[config.mk]
export PLATFORM = sky130hd
export DESIGN_NAME = dispatch_ctrl
export DESIGN_NICKNAME = d
export VERILOG_FILES = /design/src/rtl/dispatch_ctrl.sv
export SDC_FILE = /design/constraint.sdc
export NUM_CORES = 1
export LEC_CHECK = 0
export ABC_AREA = 1
export CORE_UTILIZATION = 58
export CTS_BUF_LIST = sky130_fd_sc_hd__clkbuf_8
export DETAILED_ROUTE_END_ITERATION = 16
export GPL_TIMING_DRIVEN = 0
export PLACE_DENSITY = 0.84
export SLEW_MARGIN = 20
export SYNTH_ARGS = -nofsm -noshare
export SYNTH_HDL_FRONTEND = slang
export SYNTH_SLANG_ARGS = --single-unit
[constraint.sdc]
create_clock -name clk -period 13 [get_ports clk]
set_input_delay 1.95 -clock clk [delete_from_list [all_inputs] [get_ports clk]]
set_output_delay 1.95 -clock clk [all_outputs]
set_load 0.02 [all_outputs]
[src/rtl/dispatch_ctrl.sv]
// Instruction queue between fetch and decode: buffers instr/PC pairs and
// issues the head when the ROB and the target unit (RS or LSB) have room.
module dispatch_ctrl #(
    parameter int IQ_DEPTH = 4,
    parameter int CNT_W    = 3
) (
    input  logic             clk,
    input  logic             rst,
    input  logic             rdy,
    input  logic             in_fetch_valid,
    input  logic [31:0]      in_fetch_instr,
    input  logic [31:0]      in_fetch_pc,
    output logic             out_fetch_ready,
    input  logic             in_flush,
    input  logic             in_rob_full,
    input  logic             in_rs_full,
    input  logic             in_lsb_full,
    output logic             out_dec_valid,
    output logic [31:0]      out_dec_instr,
    output logic [31:0]      out_dec_pc,
    output logic             out_dispatch,
    output logic [1:0]       out_unit,
    output logic [CNT_W-1:0] out_occupancy,
    output logic [31:0]      out_stall_cycles
);

    localparam int PTR_W = $clog2(IQ_DEPTH);

    typedef enum logic [1:0] {
        UNIT_NONE = 2'd0,
        UNIT_RS   = 2'd1,
        UNIT_LSB  = 2'd2,
        UNIT_ILL  = 2'd3
    } unit_e;

    logic [31:0]      mem_instr [IQ_DEPTH];
    logic [31:0]      mem_pc    [IQ_DEPTH];
    logic [PTR_W-1:0] head;
    logic [PTR_W-1:0] tail;
    logic [CNT_W-1:0] count;
    logic [31:0]      stall_cnt;

    logic [31:0] head_instr;
    logic        active;
    logic        push;
    logic        pop;
    logic        stall_inc;
    unit_e       unit;

    assign head_instr = mem_instr[head];
    assign active     = rst & rdy & ~in_flush;

    always_comb begin
        unit = UNIT_NONE;
        if (count != '0) begin
            case (head_instr[6:0])
                7'b0110111, 7'b0010111, 7'b1101111, 7'b1100111,
                7'b1100011, 7'b0010011, 7'b0110011: unit = UNIT_RS;
                7'b0000011, 7'b0100011:             unit = UNIT_LSB;
                default:                            unit = UNIT_ILL;
            endcase
        end
    end

    // Ready looks only at current occupancy, never at a same-cycle pop.
    assign out_fetch_ready = active & (count < CNT_W'(IQ_DEPTH));
    assign push            = in_fetch_valid & out_fetch_ready;

    assign out_dispatch = active & out_dec_valid & ~in_rob_full &
                          (((unit == UNIT_RS)  & ~in_rs_full) |
                           ((unit == UNIT_LSB) & ~in_lsb_full));
    assign pop          = out_dispatch | (active & (unit == UNIT_ILL));
    assign stall_inc    = active & ((unit == UNIT_RS) | (unit == UNIT_LSB)) & ~out_dispatch;

    assign out_dec_valid    = (count != '0);
    assign out_dec_instr    = out_dec_valid ? head_instr : 32'd0;
    assign out_dec_pc       = out_dec_valid ? mem_pc[head] : 32'd0;
    assign out_unit         = unit;
    assign out_occupancy    = count;
    assign out_stall_cycles = stall_cnt;

    always_ff @(posedge clk) begin
        if (push) begin
            mem_instr[tail] <= in_fetch_instr;
            mem_pc[tail]    <= in_fetch_pc;
        end
    end

    always_ff @(posedge clk) begin
        if (!rst) begin
            head      <= '0;
            tail      <= '0;
            count     <= '0;
            stall_cnt <= '0;
        end else if (rdy) begin
            if (in_flush) begin
                head  <= '0;
                tail  <= '0;
                count <= '0;
            end else begin
                if (push) tail <= tail + PTR_W'(1);
                if (pop)  head <= head + PTR_W'(1);
                case ({push, pop})
                    2'b10:   count <= count + CNT_W'(1);
                    2'b01:   count <= count - CNT_W'(1);
                    default: count <= count;
                endcase
            end
            // Stall history survives flushes; only reset clears it.
            if (stall_inc && (stall_cnt != 32'hFFFF_FFFF))
                stall_cnt <= stall_cnt + 32'd1;
        end
    end

endmodule

# ---- Yosys cells after proc, flatten, opt, wreduce, memory -nomap -nowiden
# Memories as Yosys holds them, arrays and structs flattened. A register that Yosys moved wholly into a read port is not among the register bits.
# Index checks and enable logic that the tools add are counted.
dict set report word_totals {
  regBits 39
  ramBits 256
  in_bits 72
  output_inout_bits 104
  wordCells 74
  n_memories 2
}
dict set report classes {
  n_addsub 5
  magnitude_cmp 1
  n_eq_ne 15
  muxes 16
  bitwise_logic 20
  reduce_logical 11
}
# memory words word_bits rd rd_clocked_by_memory_dff write_ports line
set memory_table {}
lappend memory_table {mem_instr 4 32 1 1 1 36} ;# logic [31:0] mem_instr [IQ_DEPTH];
lappend memory_table {mem_pc 4 32 1 1 1 37} ;# logic [31:0] mem_pc [IQ_DEPTH];
# op n
set ops {}
lappend ops {{two-way mux 32 bit} 2}
lappend ops {{adder 32 x 1 -> 32 bit, second input constant} 1}
lappend ops {{inequality test 32 bit, second input constant} 1}
lappend ops {{== test 7 x 6 -> 1 bit, second input constant} 3}
lappend ops {{== test 7 bit, second input constant} 3}
lappend ops {{two-way mux 2 bit} 9}
lappend ops {{== test 7 x 5 -> 1 bit, second input constant} 2}
lappend ops {{AND 1 bit} 12}
lappend ops {{AND reduction 2 bit} 4}
lappend ops {{== test 7 x 2 -> 1 bit, second input constant} 1}
lappend ops {{OR reduction 7 bit} 1}
lappend ops {{== test 2 bit, second input constant} 3}
lappend ops {{one-hot mux 3 bit (2 select lines)} 1}
lappend ops {{nonzero test 3 bit} 2}
lappend ops {{NOT 1 bit} 5}
lappend ops {{adder 2 x 1 -> 2 bit, second input constant} 2}
lappend ops {{== test 2 x 1 -> 1 bit, second input constant} 2}
lappend ops {{one-hot mux 2 bit (2 select lines)} 1}
lappend ops {{nonzero test 2 bit} 2}
lappend ops {{adder 3 x 1 -> 3 bit, second input constant} 1}
lappend ops {{less-than comparator 3 bit, second input constant} 1}
lappend ops {{two-way mux 3 bit} 1}
lappend ops {{bitwise OR 1 bit} 3}
lappend ops {{subtractor 3 x 1 -> 3 bit, second input constant} 1}
lappend ops {{other kinds (3)} 4}

# ---- Depth between registers and ports, before layout
# Gate-level depths: netlist of the first run.
dict set report logic_depth {
  ltp_word 13
  mapped_depth 24
  mapped_depth_nobuf 23
}

# ---- Worst setup path after synthesis of the first run
# No wires, ideal clock.
dict set report synth_timing {
  path_kind {input to register}
  startpoint {input rst}
  endpoint {memory mem_instr[0][0], enable pin}
  setup_time_ps 487
  t_arrival_ps 5407
  t_required_ps 12513
  path_slack_ps 7106
  cell_stages 6
  n_path_buf 0
  path_cell_list {nand2_2 -> nor2_4 -> inv_2 -> nor2_1 -> nand2_1 -> nor2_1}
}
dict set report synth_via {
  elab_chain_cells 6
}
# item line
set synth_lines {}
lappend synth_lines {{from (decl)} 8} ;# input logic rst,
lappend synth_lines {{AND 1 bit (2 in series)} 51} ;# assign active = rst & rdy & ~in_flush;
lappend synth_lines {{AND 1 bit} 66} ;# assign out_fetch_ready = active & (count < CNT_W'(IQ_DEPTH));
lappend synth_lines {{named net out_fetch_ready} 13} ;# output logic out_fetch_ready,
lappend synth_lines {{AND 1 bit} 67} ;# assign push = in_fetch_valid & out_fetch_ready;
lappend synth_lines {{two-way mux 1 bit} 83} ;# if (push) begin
lappend synth_lines {{two-way mux 1 bit (implied by the code)} 84} ;# mem_instr[tail] <= in_fetch_instr;
lappend synth_lines {{to (decl)} 36}
# The timed path passes the listed nets, and every way through them passes these cells.

# ---- Final worst setup path of the first run
dict set report layout_timing {
  startpoint {input rdy}
  endpoint {output out_dispatch}
}
dict set report layout_via {
  elab_chain_cells 5
}
# item line
set layout_lines {}
lappend layout_lines {{from (decl)} 9} ;# input logic rdy,
lappend layout_lines {{AND 1 bit (2 in series)} 51}
lappend layout_lines {{AND 1 bit (3 in series)} 69} ;# assign out_dispatch = active & out_dec_valid & ~in_rob_full &
lappend layout_lines {{to (decl)} 21} ;# output logic out_dispatch,
# Every way passes these cells.

==> impl_results.md, run 1 <==
- Remaining global-route overflow: 0
- Critical Path Fanout Max: 6
- Gate power share: 6.4%
- Clock sink total: slightly below 300
- DRT iter0 DRCs: 734
- Setup violations, final: 0
- Nature of the critical path endpoint: output pin
- Resized cells post-CTS: 0
- Layout fillers: 1381
- Final core utilization: about 75%
- Final slew viol count: 0
- 1st-pass router iterations: 5
- CP required: ~11000 ps
- Hold Path Class: flip-flop to flip-flop
- Min Tclk post-route: around 5600 ps
- Multi-input logic area: between 3000 and 4000 um^2
- Reg area: ~8500 um^2
- Clock Latency Late Sink: 570 ps
- CTS buffer count: 46
- Initial antenna violation count: 1
- DRC Markers: 0
- Area delta synth->final: 26.2%
- Setup CP Type: primary input to output pin
- Die Width: ~150 um
- CTS tree: built
- Post-route ant nets: 0
- Vias in the first global route: around 9500
- Unrepaired setup endpoints after global routing: false
- Outcome: completed
- Setup tns final: 0 ps
- Setup ws final: around 7400 ps
- Vias post-DR: 9647
- Clk buf depth: 3
- Buffers on Ports: approximately 180
- Avg Inst Size Synth: about 11 um^2
- Die Span Y: roughly 150 um
- Hold Path Stages: 2
- Die Area: around 22000 um^2
- Ys Warns: 0
- Row count: 53
- Worst-path clk slew: around 60 ps
- Leakage: about 5.4 nW
- Gpl congestion: between 0.9 and 1
- Max VDD drop: between 0.0001 and 0.00015 V
- Synthesis-stage register bit count: between 200 and 300
- Reg power frac: around 55%
- Average wire per standard cell: roughly 18 um
- Cell Chain, Critical Path: clkdlybuf4s50_1, nand2_2, nor2_4, nand2_1, nor2_4, clkdlybuf4s50_1
- Sw power: around 0.43 mW
- Setup WS pre-CTS: 7370 ps
- Crit path max-delay cell type: clkdlybuf4s50_1
- Fraction of layout cells with a size suffix above 1: around 7.4%
- Worst-Margin Slew: 779 ps
- Switch share: roughly 23%
- Clk root buf: clkbuf_8
- Max incr delay on CP: between 600 and 700 ps
- Setup crit start kind: primary input
- WP data arrival: 3680 ps
- Final Hold Fails: 0
- Post-Syn Area: between 10000 and 15000 um^2
- Skew final: 18.8 ps
- Routed Wire Length: around 31000 um
- Starting Density: roughly three fifths
- Hold Buf Count CTS: 0
- Async set-reset flop share out of synthesis: 0%
- Power Dens Cells: 120 nW/um^2
- Cells on worst reg2reg path: 22
- Nets: 1485
- Core ar.: around 21000 um^2
- HPWL Detailed: 20600 um
- Sequential area share after synthesis: between 60% and 70%
- Largest net degree at the start of global routing: 25
- Vias per cell: 5.62
- Int Pwr: 1.46 mW
- Max-cap violation count: 0
- I/O pins: ~180
- Main synth FF type: edfxtp_1
- First-pass GRT wire length: between 40000 and 50000 um
- Netlist cell types: 35
- Fmax: between 0.15 and 0.2 GHz
- Remaining max-slew budget at the tightest pin: 48.0%
- Setup bufs post-CTS: 0
- H-tree levels: 2
- Synth Instances: 1169
- Number of flops mapped to enable cells by yosys: around 260
- Global Route Usage Sum: between 20 and 30%
- Syn nets: 1250
- Clock power share: 38.6%
- Final Cycle Share: between 40% and 50%
-- registers in the layout, indices dropped and copies added, names as in the netlist, named ones only --
signal	flops
mem_instr	128
out_occupancy	3
head	2
tail	2
out_stall_cycles	32
mem_pc	128
-- path summary, 6_finish.rpt --
path	startpoint	to	slack (ps)
worst max register to register	flip-flop	out_occupancy[2]	9620
worst min-delay path	head[1]	head[1]	500
worst max-delay path	rdy	out_dispatch	7370
worst min register to register	head[1]	head[1]	500
-- critical path: cells and delay by family --
kind,cells,cell delay [ps]
buffers and inverters,2,1230
AND/OR/NAND/NOR,4,500
-- cells by family after synthesis --
logic type / count (synthesis) / synth area share (%)
flops: 297 / 68.1
xor+xnor: 22 / 1.54
buf+inv: 102 / 3.51
simple gates: 512 / 16.6
fa+ha+maj: 9 / 0.962
compound gates: 227 / 9.25
-- synth_stat cells (all sizes together) (8+ instances only) --
cell	n	area, um^2
xnor2	9	78.8
a21oi	90	450
ha	8	100
nor2	305	1180
xor2	13	114
nand3	26	130
nor3	18	106
inv	46	175
buf	20	128
nand2	158	608
o21ai	130	651
dfxtp	41	821
edfxtp	256	7690
clkbuf	36	135
-- layout by cell type (no fill, tap or decap), types with 36 or more instances in the layout --
cell / netlist / final
clkbuf_8: 0 / 50
dfxtp_1: 41 / 41
clkdlybuf4s50_1: 0 / 175
a21oi_1: 90 / 90
nor2_1: 299 / 295
clkbuf_1: 36 / 36
edfxtp_1: 256 / 256
inv_1: 42 / 55
nand2_1: 154 / 154
o21ai_0: 126 / 126
-- per-stage QoR --
step / instances / hold slack [ps] / area, um^2 / total power, mW
4_1_cts: 1715 / 494 / 15800 / 1.90
6_report: 1716 / 498 / 15800 / 1.90
3_5_place_dp: 1631 / 487 / 14900 / 1.18
5_1_grt: 1716 / 529 / 15800 / 1.95
3_3_place_gp: 1619 / 473 / 14600 / 1.18
2_1_floorplan: 1169 / 458 / 12500 / 1.12
-- layout make-up --
class / count / area share (%)
antenna: 1 / 0.0159
buffer: 56 / 1.67
clock buffer: 50 / 4.36
clock inverter: 34 / 1.09
inverter: 46 / 1.11
multi-input combinational: 770 / 22.7
sequential: 297 / 54.0
tap: 275 / 2.18
timing repair buffer: 187 / 13.0
-- metal layers --
layer  vias up  track usage [%]  part of all wire [%]
met5         -                0                     0
met3        69             5.63                   8.9
met1      4586             36.1                    39
met4         0             12.1                   2.7
met2       496             48.2                    49
li1       4496                -                     -
-- power groups by stage --
stage	registers [mW]	clock network, mW	logic (mW)
after CTS	1.04	0.735	0.121
after global routing	1.04	0.778	0.132
final	1.04	0.733	0.122
after floorplan	1.06	0	0.0548
after global placement	1.07	0	0.113
after detailed placement	1.06	0	0.120
Note: power is estimated with default switching activity, not from simulation.
==> inputs of run 2 (changes only) <==
--- a/config.mk
+++ b/config.mk
@@ -6,11 +6,11 @@
 export NUM_CORES = 1
 export LEC_CHECK = 0
 export ABC_AREA = 1
-export CORE_UTILIZATION = 58
+export CORE_UTILIZATION = 57
 export CTS_BUF_LIST = sky130_fd_sc_hd__clkbuf_8
 export DETAILED_ROUTE_END_ITERATION = 16
 export GPL_TIMING_DRIVEN = 0
-export PLACE_DENSITY = 0.84
+export PLACE_DENSITY = 0.83
 export SLEW_MARGIN = 20
 export SYNTH_ARGS = -nofsm -noshare
 export SYNTH_HDL_FRONTEND = slang
==> constraint.sdc (replaced) <==
create_clock -name clk -period 5.51 [get_ports clk]
set_input_delay 0.8265 -clock clk [delete_from_list [all_inputs] [get_ports clk]]
set_output_delay 0.8265 -clock clk [all_outputs]
set_load 0.02 [all_outputs]
==> impl_results.md, run 2 (same netlist as run 1, synthesis figures left out) <==
- WP data arrival: 3440 ps (was 3680 ps)
- DRT iter0 DRCs: 788 (was 734)
- H-tree levels: 2 (unchanged)
- CP required: 4680 ps (was 11050 ps)
- Core ar.: 21200 um^2 (was 21100 um^2)
- Clock sink total: 297 (unchanged)
- Global Route Usage Sum: 27.8% (was 28.5%)
- Vias post-DR: 9404 (was 9647)
- Buffers on Ports: 175 (unchanged)
- Metal1 wirelength: 12200 um (was 12400 um)
- Crit path max-delay cell type: clkdlybuf4s50_1 (unchanged)
- Average wire per standard cell: 17.8 um (was 18.3 um)
- Fmax: approximately 0.23 GHz
- Crit-path most repeated cell: nand2_1
- Die Area: 22500 um^2 (was 22100 um^2)
- Setup CP Type: flip-flop to output pin (was primary input to output pin)
- Cell Chain, Critical Path: inv_2, buf_2, buf_4, nand2_1, nand3_1, nand4_1, nor2_1, nand2_1, nand2_1, nand2_1, nand2_1, ha_1, nand2_1, nand2_1, nand2_1, nor2_4, clkdlybuf4s50_1 (was clkdlybuf4s50_1, nand2_2, nor2_4, nand2_1, nor2_4, clkdlybuf4s50_1)
- Post-route ant nets: 0 (unchanged)
- Worst-path clk slew: 60 ps (about the same)
- First-pass GRT wire length: 47200 um (was 48100 um)
- Hold Buf Count CTS: 0 (unchanged)
- Setup crit start kind: flip-flop (was primary input)
- Critical Path Sink: out_dispatch (unchanged)
- CTS tree: built (unchanged)
- Skew final: 36.1 ps (was 18.8 ps)
- Clock Latency Late Sink: 570 ps (about the same)
- Die Width: 150 um (was 149 um)
- CTS buffer count: 46 (unchanged)
- Hold Path Class: flip-flop to flip-flop (unchanged)
- Nets: 1485 (unchanged)
- I/O pins: 176 (unchanged)
- 1st-pass router iterations: 7 (was 5)
- Commonest non-fill, non-tap cell in the layout: nor2_1 (unchanged)
- Hold path start: out_stall_cycles[29] (was head[1])
- Routed Wire Length: 30500 um (was 31400 um)
- Setup violations, final: 0 (unchanged)
- Most frequent cells in the layout: nor2_1 (295), edfxtp_1 (256), clkdlybuf4s50_1 (175), nand2_1 (154), o21ai_0 (126) (unchanged)
- Clk buf depth: 3 (unchanged)
- Row count: 53 (unchanged)
- Delay-heaviest family, CP: buffers and inverters (unchanged)
- Final Cycle Share: a little under 80%
- Worst path bufs/invs: 4 (was 2)
- Final Hold Fails: 0 (unchanged)
- Max incr delay on CP: 620 ps (about the same)
- Nature of the critical path endpoint: output pin (unchanged)
- Met3 WL post-DR: 2560 um (was 2800 um)
- HPWL Detailed: 20100 um (was 20600 um)
- Largest net degree at the start of global routing: 25 (unchanged)
- Gpl congestion: 0.926 (was 0.925)
- Area delta synth->final: 27.8% (was 26.2%)
- Die Span Y: 150 um (was 149 um)
- Setup tns final: 0 ps (unchanged)
- Fraction of layout cells with a size suffix above 1: 8.19% (was 7.36%)
- Critical Path Fanout Max: 10 (was 6)
- WL met2: 14900 um (was 15400 um)
- DRC Markers: 0 (unchanged)
- Starting Density: 58.9% (was 59.2%)
- Remaining max-slew budget at the tightest pin: 55.6% (was 48.0%)
- Cells on worst reg2reg path: 22 (unchanged)
- R2R setup slack: 2160 ps (was 9620 ps)
- Max-cap violation count: 0 (unchanged)
- Unrepaired setup endpoints after global routing: false (unchanged)
- Initial antenna violation count: 2 (was 1)
- WHS: 498 ps (about the same)
- Outcome: completed (unchanged)
- Min Tclk post-route: ~4300 ps
- Leakage: 5.47 nW (was 5.37 nW)
- Final slew viol count: 0 (unchanged)
- Reg area: 8510 um^2 (unchanged)
- Remaining global-route overflow: 0 (unchanged)
- Vias per cell: 5.48 (was 5.62)
- Resized cells post-CTS: 0 (unchanged)
- Worst R2R End: out_occupancy[2] (unchanged)
- Setup bufs post-CTS: 0 (unchanged)
- Worst-Margin Slew: 665 ps (was 779 ps)
- Clk root buf: clkbuf_8 (unchanged)
- Top sig layer: met4 (unchanged)
- Vias in the first global route: 9141 (was 9547)
- Max VDD drop: 0.000254 V (was 0.000104 V)
- Power Dens Cells: 299 nW/um^2 (was 120 nW/um^2)
- Worst path depth: 17 (was 6)
- Multi-input logic area: 3570 um^2 (unchanged)
- Layout fillers: 1408 (was 1381)
[run 2: worst min-delay path, stage by stage (launching register included)]
cell and delay (ps):
dfxtp_1 330, nand2_1 70, a21oi_1 50
[run 2: routing by layer]
layer  up-vias  GRT usage, %
li1       4487             -
met1      4425          36.6
met2       431          45.5
met3        61          4.97
met4         0          12.0
met5         -             0
[run 2: how the worst min path moves through the flow]
stage | to | slack [ps] | cells after the start
5_1_grt | out_stall_cycles[29] | 510 | 2
3_5_place_dp | out_stall_cycles[29] | 490 | 2
3_3_place_gp | head[1] | 480 | 2
4_1_cts | out_stall_cycles[29] | 500 | 2
6_report | out_stall_cycles[29] | 500 | 2
2_1_floorplan | flip-flop | 460 | 2
[run 2: area by class of cell]
type	count	share of cell area, %
Antenna cell	1	0.0157
Buffer	56	1.65
Clock buffer	53	4.57
Clock inverter	31	1.94
Inverter	46	1.10
Multi-Input combinational cell	770	22.4
Sequential cell	297	53.3
Tap cell	275	2.16
Timing Repair Buffer	187	12.9
[run 2: through the flow]
stage	util (%)	cells	setup slack, ps	power, mW	area [um^2]
6_report	75.2	1716	1240	4.78	16000
3_3_place_gp	68.7	1619	-1670	2.78	14600
5_1_grt	75.2	1716	960	4.92	16000
3_5_place_dp	70.3	1631	1820	2.79	14900
4_1_cts	75.2	1715	1230	4.80	16000
2_1_floorplan	-	1169	740	2.64	12500
[run 2: power by group]
group / internal (mW) / switching [mW] / total, mW / leakage [nW]
clock network: 1.17 / 0.853 / 2.03 / 0.582
logic: 0.113 / 0.173 / 0.286 / 2.25
registers: 2.46 / 0.00590 / 2.46 / 2.64
==> patch, RTL diff (settings of run 1) <==
Change the parameter `CNT_W` from 3 to 4.
--- a/src/rtl/dispatch_ctrl.sv
+++ b/src/rtl/dispatch_ctrl.sv
@@ -2,7 +2,7 @@
 // issues the head when the ROB and the target unit (RS or LSB) have room.
 module dispatch_ctrl #(
     parameter int IQ_DEPTH = 4,
-    parameter int CNT_W    = 3
+    parameter int CNT_W    = 4
 ) (
     input  logic             clk,
     input  logic             rst,
Ports: changed (resized out_occupancy); port bits go from 176 to 177. No check against the original RTL was run, so the function may have changed too.
==> patch against run 1 <==
Worst setup slack worse by 0.049 ns. Power down 0.37%. Synthesized cell count grew 4.3%. Routed wire length decreased by 0.12%. Sequential cell count is 1 higher. Critical path type unchanged. Count of clock-buffer cells in the layout fell by 1. Critical path depth unchanged. Cell area grew 1.8%. Area after synthesis rose by 2.0%. Die area increased by 2.0%.
==> patch: results (changes against run 1) <==
INFO  metric outcome = finished, final reports clean
INFO  metric irDropWorstVdd = 0.0001274 V (+22%)
INFO  metric initial_detailed_routing_violation_count = 722 (-1.6%)
INFO  metric largest_clock_skew_in_the_final_design = 0.02440 ns (+0.005562 ns)
INFO  metric clockNetworkAreaShare = 5.319% (-0.13 points)
INFO  metric cts-buffers-inserted = 47 (+2.2%)
INFO  metric layout_nets = 1539 (+3.6%)
INFO  metric globalRouteMet3Util = 5.939% (+0.31 points)
INFO  metric synth_top_cells_by_count = sky130_fd_sc_hd__nor2_1 (290), sky130_fd_sc_hd__edfxtp_1 (256), sky130_fd_sc_hd__nand2_1 (186), sky130_fd_sc_hd__o21ai_0 (129), sky130_fd_sc_hd__a21oi_1 (92)
INFO  metric p_sw = 428.4 uW (-1.4%)
INFO  metric maxSlewHeadroom = 54.41% (+6.4 points)
INFO  metric routedLengthMet1 = 12280 microns (-0.59%)
INFO  metric placedCellCount = 1682 (+3.1%)
INFO  metric synthXorXnorAreaFrac = 0.8247% (-0.72 points)
INFO  metric regToRegEndpoint = out_occupancy[3]$_SDFFE_PN0P_
INFO  metric num_vias = 9678 (+0.32%)
INFO  metric met2_length = 15370 microns (about the same)
INFO  metric place.gp.congestion = 0.9184 (-0.71%)
INFO  metric multi_input_gate_share_of_the_layout_cell_area = 23.31% (+0.65 points)
INFO  metric grtUsageMet1 = 36.20% (+0.098 points)
INFO  metric r2r_cells = 25 (+14%)
INFO  metric area_after_detailed_placement = 15190 sq um (+1.9%)
INFO  metric inverters = 59 (+28%)
INFO  metric multiInputCombCellCount = 804 (+4.4%)
INFO  metric buffers = 246 (+1.2%)
INFO  metric fraction_of_power_consumed_by_sequential_logic = 55.4% (+0.4 points)
INFO  metric nFillCells = 1379 (-0.14%)
INFO  metric yosys.area_share.adder = 1.139% (+0.18 points)
INFO  metric dr_wl_met3 = 2748 microns (-1.8%)
INFO  metric cellLeakagePower = 0.005624 uW (+4.7%)
INFO  metric share_clk_of_total_power = 38.1% (-0.5 points)
INFO  metric dp_hpwl = 21310 microns (+3.3%)
INFO  metric route.detailed.wl_per_inst = 17.73 microns (-2.9%)
INFO  metric sequential_cell_area_share = 53.15% (-0.81 points)
INFO  metric synth.net_count = 1302 (+4.2%)
INFO  metric clock_buffer_count = 49 (-2.0%)
INFO  metric final_layout_size_suffix_gt1_share = 8.658% (+1.3 points)
INFO  metric grt_pass1_vias = 9555 (+0.084%)
INFO  metric via_per_inst = 5.480 (-2.5%)
INFO  metric port_buffers = 176 (+0.57%)
INFO  metric layout.buffer.nonclock.area_share = 14.66% (+0.044 points)
INFO  metric dpl_worst_slack = 7.331 ns (-0.04365 ns)
INFO  metric syn_avg_cell_area = 10.46 sq um (-2.1%)
INFO  metric groute.layer.met2.usage = 47.45% (-0.77 points)
[patch: cell count changes in the layout (fill, tap and decap cells not counted), moves of 4 or more]
cell / change
sky130_fd_sc_hd__buf_1: +6
sky130_fd_sc_hd__buf_2: +7
sky130_fd_sc_hd__clkbuf_1: -13
sky130_fd_sc_hd__clkinv_2: -4
sky130_fd_sc_hd__inv_1: +13
sky130_fd_sc_hd__inv_2: +5
sky130_fd_sc_hd__nand2_1: +32
sky130_fd_sc_hd__nand3_2: +7
sky130_fd_sc_hd__nand3b_1: +6
sky130_fd_sc_hd__nor2_1: -9
sky130_fd_sc_hd__o21ai_1: -4
sky130_fd_sc_hd__xnor2_1: -7
[patch: how the worst min path moves through the flow]
stage,slack (ns),from,cells after the start,endpoint
final,0.51,out_stall_cycles[27]$_SDFFE_PN0P_,2,out_stall_cycles[27]$_SDFFE_PN0P_
after global routing,0.54,out_stall_cycles[30]$_SDFFE_PN0P_,2,out_stall_cycles[30]$_SDFFE_PN0P_
after CTS,0.52,out_stall_cycles[27]$_SDFFE_PN0P_,2,out_stall_cycles[27]$_SDFFE_PN0P_
after detailed placement,0.51,out_stall_cycles[27]$_SDFFE_PN0P_,2,out_stall_cycles[27]$_SDFFE_PN0P_
after global placement,0.50,out_stall_cycles[0]$_SDFFE_PN0P_,2,out_stall_cycles[0]$_SDFFE_PN0P_
after floorplan,0.47,head[1]$_SDFFE_PN0N_,2,flip-flop
[patch: worst max-delay path, cell delays in order]
cell and delay, ns:
sky130_fd_sc_hd__clkdlybuf4s50_1 0.64, sky130_fd_sc_hd__nand2_2 0.12, sky130_fd_sc_hd__nor2_4 0.13, sky130_fd_sc_hd__nand2_2 0.07, sky130_fd_sc_hd__nor2_2 0.18, sky130_fd_sc_hd__clkdlybuf4s50_1 0.63
